## config.mk

```make
export PLATFORM = sky130hd
export DESIGN_NAME = pipe_stage_elastic
export DESIGN_NICKNAME = d
export VERILOG_FILES = /design/src/rtl/pipe_stage_elastic.sv
export SDC_FILE = /design/constraint.sdc
export NUM_CORES = 1
export LEC_CHECK = 0
export CAP_MARGIN = 30
export CORE_ASPECT_RATIO = 1.25
export CORE_UTILIZATION = 54
export CTS_CLUSTER_DIAMETER = 120
export CTS_CLUSTER_SIZE = 30
export DETAILED_ROUTE_END_ITERATION = 12
export HOLD_SLACK_MARGIN = 0.05
export MAX_ROUTING_LAYER = met4
export PLACE_DENSITY = 0.86
export SLEW_MARGIN = 20
export SYNTH_ARGS = -nofsm -noshare
export SYNTH_HDL_FRONTEND = slang
export SYNTH_SLANG_ARGS = --single-unit
```

## constraint.sdc

```tcl
create_clock -name clk_i -period 3.4 [get_ports clk_i]
set_input_delay 1.02 -clock clk_i [delete_from_list [all_inputs] [get_ports clk_i]]
set_output_delay 1.02 -clock clk_i [all_outputs]
set_load 0.02 [all_outputs]
```

## src/rtl/pipe_stage_elastic.sv

```systemverilog
// pipe_stage_elastic
//   Elastic pipeline stage between two datapath stages. It carries a
//   valid/ready handshake, a global stall (freeze), a synchronous flush and an
//   optional 2-entry skid buffer. Empty slots leave the stage as bubbles whose
//   control bits read as zero.
//
// Parameters
//   DATA_W  payload width
//   CTRL_W  control-bit width (zeroed on bubbles)
//   SKID_EN 1: main + skid entries, registered in_ready_o
//           0: single register, in_ready_o passes out_ready_i through
//
// Ports
//   clk_i        rising-edge clock
//   start_i      asynchronous active-low reset
//   stall_i      freeze: no push, no pop, state held
//   flush_i      synchronous invalidate of all entries (beats stall and push)
//   in_valid_i   upstream entry valid
//   in_ready_o   stage can accept
//   in_data_i    upstream payload
//   in_ctrl_i    upstream control bits
//   out_valid_o  head entry valid
//   out_ready_i  downstream accepts
//   out_data_o   head payload
//   out_ctrl_o   head control, 0 when out_valid_o = 0
//   occ_o        number of entries held (0..2)
module pipe_stage_elastic #(
  parameter int unsigned DATA_W  = 32,
  parameter int unsigned CTRL_W  = 2,
  parameter int unsigned SKID_EN = 1
) (
  input  logic              clk_i,
  input  logic              start_i,
  input  logic              stall_i,
  input  logic              flush_i,
  input  logic              in_valid_i,
  output logic              in_ready_o,
  input  logic [DATA_W-1:0] in_data_i,
  input  logic [CTRL_W-1:0] in_ctrl_i,
  output logic              out_valid_o,
  input  logic              out_ready_i,
  output logic [DATA_W-1:0] out_data_o,
  output logic [CTRL_W-1:0] out_ctrl_o,
  output logic [1:0]        occ_o
);

  // State value equals occupancy: main valid in ONE and TWO, skid valid in TWO.
  typedef enum logic [1:0] {
    EMPTY = 2'd0,
    ONE   = 2'd1,
    TWO   = 2'd2
  } state_t;

  state_t            state, state_n;
  logic [DATA_W-1:0] main_data, main_data_n;
  logic [CTRL_W-1:0] main_ctrl, main_ctrl_n;
  logic [DATA_W-1:0] skid_data, skid_data_n;
  logic [CTRL_W-1:0] skid_ctrl, skid_ctrl_n;

  logic main_valid;
  logic skid_valid;
  logic can_accept;
  logic push;
  logic pop;

  assign main_valid = (state != EMPTY);
  assign skid_valid = (state == TWO);

  // With the skid buffer, readiness depends only on local state, so there is
  // no combinational path from out_ready_i to in_ready_o.
  always_comb begin
    if (SKID_EN != 0) begin
      can_accept = !skid_valid;
    end else begin
      can_accept = !main_valid || out_ready_i;
    end
  end

  assign in_ready_o = can_accept && !stall_i;
  assign push       = in_valid_i && in_ready_o && !stall_i && !flush_i;
  assign pop        = main_valid && out_ready_i && !stall_i && !flush_i;

  always_ff @(posedge clk_i or negedge start_i) begin
    if (!start_i) begin
      state     <= EMPTY;
      main_data <= '0;
      main_ctrl <= '0;
      skid_data <= '0;
      skid_ctrl <= '0;
    end else begin
      state     <= state_n;
      main_data <= main_data_n;
      main_ctrl <= main_ctrl_n;
      skid_data <= skid_data_n;
      skid_ctrl <= skid_ctrl_n;
    end
  end

  always_comb begin
    state_n     = state;
    main_data_n = main_data;
    main_ctrl_n = main_ctrl;
    skid_data_n = skid_data;
    skid_ctrl_n = skid_ctrl;

    if (flush_i) begin
      // Data may keep stale values; control is cleared so nothing leaks.
      state_n     = EMPTY;
      main_ctrl_n = '0;
      skid_ctrl_n = '0;
    end else begin
      unique case (state)
        EMPTY: begin
          if (push) begin
            state_n     = ONE;
            main_data_n = in_data_i;
            main_ctrl_n = in_ctrl_i;
          end
        end
        ONE: begin
          if (push && pop) begin
            main_data_n = in_data_i;
            main_ctrl_n = in_ctrl_i;
          end else if (push) begin
            if (SKID_EN != 0) begin
              state_n     = TWO;
              skid_data_n = in_data_i;
              skid_ctrl_n = in_ctrl_i;
            end else begin
              main_data_n = in_data_i;
              main_ctrl_n = in_ctrl_i;
            end
          end else if (pop) begin
            state_n = EMPTY;
          end
        end
        TWO: begin
          if (pop) begin
            state_n     = ONE;
            main_data_n = skid_data;
            main_ctrl_n = skid_ctrl;
            skid_ctrl_n = '0;
          end
        end
        default: begin
          state_n = EMPTY;
        end
      endcase
    end
  end

  assign out_valid_o = main_valid;
  assign out_data_o  = main_data;
  assign out_ctrl_o  = main_valid ? main_ctrl : '0;
  assign occ_o       = 2'(state);

endmodule

```

Yosys cells after proc, flatten, opt, wreduce, memory -nomap -nowiden --
Index checks and enable logic that the tools add are counted.
Storage, ports and cells: bits in registers 70, logic and storage cells 59, bits of input ports 40, output and inout bits 38
Operators by class: reduce and logical (&&, ||, !) cells 21, bitwise operators 2, multiplexer cells 20, eq/ne operators 11
Operator list (number):
- $mux 32 | 3
- $pmux 32 s3 | 1
- $mux 2 | 13
- $reduce_and 4->1 | 4
- $ne 3x3->1 const B | 4
- $pmux 2 s3 | 2
- $logic_and 1x1->1 | 8
- $reduce_bool 3->1 | 2
- $reduce_and 5->1 | 1
- $ne 2x2->1 const B | 2
- $ne 4x4->1 const B | 1
- $pmux 2 s2 | 1
- $reduce_bool 4->1 | 1
- $logic_not 1->1 | 3
- $ne 3x2->1 const B | 1
- $eq 2x1->1 const B | 1
- $eq 2x2->1 const B | 1
- $logic_not 2->1 | 1
- $ne 2x1->1 const B | 1
- $not 1->1 | 2
- $reduce_bool 2->1 | 1

Longest topological paths before layout --
depth in word-level cells 10, depth in mapped cells 6, mapped depth without buffers 4

Least setup slack after synthesis --
No wires, ideal clock.
kind in2out, start in stall_i, end out in_ready_o, data arrival time 1.496 ns, stages 2, buffers on the path 1, required time 2.380 ns, path slack 0.884 ns, cells stage by stage clkbuf_1 nor2_1
Between the ends: longest elaborated chain between the ends 2
RTL lines:
- start: declaration | line 34 | input logic stall_i,
- $logic_not 1->1 | line 79 | assign in_ready_o = can_accept && !stall_i;
- $logic_and 1x1->1 | line 79
- end: declaration | line 37 | output logic in_ready_o,
No other way between the ends.

Worst setup path after layout --
Same ends and word-level chain as after synthesis.

==> impl_results.md <==
- DR vias/cell: 5.620
- Syn Inst Count: 261
- Pin count of the biggest net entering global routing: 71
- Fillcell total: 419
- Clock Sinks: 70
- Commonest non-fill, non-tap cells in the layout: 76 x clkdlybuf4s50_1, 70 x dfrtp_1, 36 x a21oi_1
- Syn_nets: 301
- Row Count: 31
- Type of the worst min-delay path: reg2reg
- Number of synthesized register bits: 70
- Post-layout net count: 374
- Final Hold Fails: 0
- Antenna Cells: 0
- Port buffer count: 77
- Area growth from synthesis to layout: 30.31%
- Syn avg cell area: 12.72 µm²
- Via count: 2366
- DRT Pass-1 Iters: 5
- # hold bufs at CTS: 0
- Initial antenna violation count: 0
- CTS root buffer: clkbuf_8
- Critical path class: in2out
- Status: finished clean
- Commonest non-fill, non-tap cell in the layout: clkdlybuf4s50_1
- Clk slew on worst S/H paths: 0.08 ns
- Power, Total: 2.285 mW
- Final number of max-transition violations: 0
- Arrival @ worst endpoint: 2.15 ns
- CTS tree: built
- F_max: 315.0 MHz
- Initial Util: 0.5668
- GR Overflow Total: 0
- Postcts setup bufs: 0
- RSZ-0062 raised after global routing: no
- CTS max path bufs: 2
- CTS Buf Count: 9
- Unique masters post-synth: 30
- GPL Wtd Cong: 0.7902
- Sequential area share after synthesis: 0.5277
- CTS HTree Levels: 3
- Drt drc: 0
- Antenna Nets Post-Route: 0
- DP Wirelength: 4345 µm
- Yosys warning total: 0
- Layout cell share with drive strength beyond 1: 0.2006
- Worst endpoint required time: 2.38 ns
- Max VDD drop: 316.2 µV
- Setup Viol. Count Final: 0
- Global-route wire length before repair: 10990 µm
- Max-cap check violation count: 0
- WL/cell: 16.14 µm
- Pwr dens: 528.3 nW/µm²
- Die Ht: 89.66 µm
- Post-route clock period utilization: 0.9336
- Die Area: 6467 µm²
- TNS Setup: 0 ns
- I/O pin cnt: 78
- LEAKAGE: 1.854 nW
- Drt initial violations: 111
- Vias in the first global route: 2240
- GRT Util Overall: 0.2309
- Die W: 72.13 µm
- Clk Latency, worst-skew pair: 0.35 ns
- Worst Path Max Fanout: 2
- Final Skew: 0.01648 ns
- CP Capture Type: output pin
- Worst slew margin: 0.4260
- Core region area: 5857 µm²
- Critical Path Start Type: primary input
- Post-route minimum period: 3.174 ns
- Mapped Area: 3319 µm²
- Measured slew at the worst slew-check pin: 0.8610 ns
- Final wirelength: 6794 µm
- Post-CTS sizing: 0
-- where the power goes --
group,switching (mW),internal (mW)
registers,0.0856,0.977
logic,0.265,0.321
clock network,0.356,0.280
-- critical path: stages --
cell             delay, ns
clkdlybuf4s50_1       0.42
nor2_1                0.11
clkdlybuf4s50_1       0.60
-- final timing paths --
path	start	end	slack, ns	cells after the start
worst max-delay path	stall_i	in_ready_o	0.23	3
worst min-delay path	skid_data[9]	skid_data[9]	0.51	1
worst max register to register	occ_o[0]	main_ctrl[1]	1.43	5
worst min register to register	skid_data[9]	skid_data[9]	0.51	1
max in group asynchronous	start_i	skid_data[27]	1.98	2
min in group asynchronous	start_i	skid_data[16]	0.85	2
-- through the flow --
step / utilization / hold WS [ns] / area, µm² / cells / setup slack [ns]
6_report: 0.7385 / 0.5145 / 4325 / 421 / 0.2257
5_1_grt: 0.7385 / 0.5281 / 4325 / 421 / 0.1881
4_1_cts: 0.7385 / 0.5151 / 4325 / 421 / 0.2187
3_5_place_dp: 0.7069 / 0.4947 / 4140 / 405 / 0.2195
3_3_place_gp: 0.7069 / 0.4851 / 4140 / 405 / 0.2415
2_1_floorplan: - / 0.4737 / 3319 / 261 / 0.8843
-- Yosys cell counts --
cell type / number / share of area
a211o_1: 1 / 0.0026
a211oi_1: 2 / 0.0045
a211oi_2: 1 / 0.0038
a21oi_1: 36 / 0.054
a31oi_1: 33 / 0.062
and2_1: 2 / 0.0038
and2b_1: 1 / 0.0023
and2b_4: 1 / 0.0030
buf_2: 9 / 0.014
buf_4: 4 / 0.0090
buf_6: 3 / 0.010
clkbuf_1: 6 / 0.0068
dfrtp_1: 70 / 0.53
inv_1: 2 / 0.0023
mux2_2: 7 / 0.024
mux2_4: 29 / 0.13
mux2i_1: 32 / 0.096
nand2_1: 3 / 0.0034
nand2_4: 1 / 0.0034
nand2b_1: 2 / 0.0038
nand3_1: 1 / 0.0015
nand3b_1: 1 / 0.0023
nor2_1: 3 / 0.0034
nor2_2: 1 / 0.0019
nor2b_4: 1 / 0.0041
nor3_1: 4 / 0.0060
nor3b_1: 2 / 0.0045
o21ai_0: 1 / 0.0015
o21ai_4: 1 / 0.0049
or2_2: 1 / 0.0019
-- state kept, by name, indices dropped and copies added (netlist names) --
name and cells:
out_data_o 32, skid_data 32, main_ctrl 2, occ_o 2
skid_ctrl 2
-- kinds of logic after synthesis --
logic type,share of synthesized area
and+or+nand+nor,0.04523
muxes,0.2514
DFF,0.5277
buffers and inverters,0.04184
AOI/OAI and AO/OA,0.1338
-- layer usage --
metal	vias to the layer above	wire, µm	track usage
li1	1115	-	-
met1	1175	3061	0.3030
met2	64	3367	0.3551
met3	12	207	0.03013
met4	0	158	0.1176
met5	-	0	-
-- layout make-up --
type | count | area (µm²) | area share
Clock buffer | 9 | 123.9 | 0.02864
Multi-Input combinational cell | 167 | 1435 | 0.3318
Tap cell | 82 | 102.6 | 0.02372
Timing Repair Buffer | 84 | 843.3 | 0.1950
Sequential cell | 70 | 1752 | 0.4050
Inverter | 2 | 7.507 | 0.001736
Clock inverter | 7 | 61.31 | 0.01417
Power figures use the tool's default switching activity.
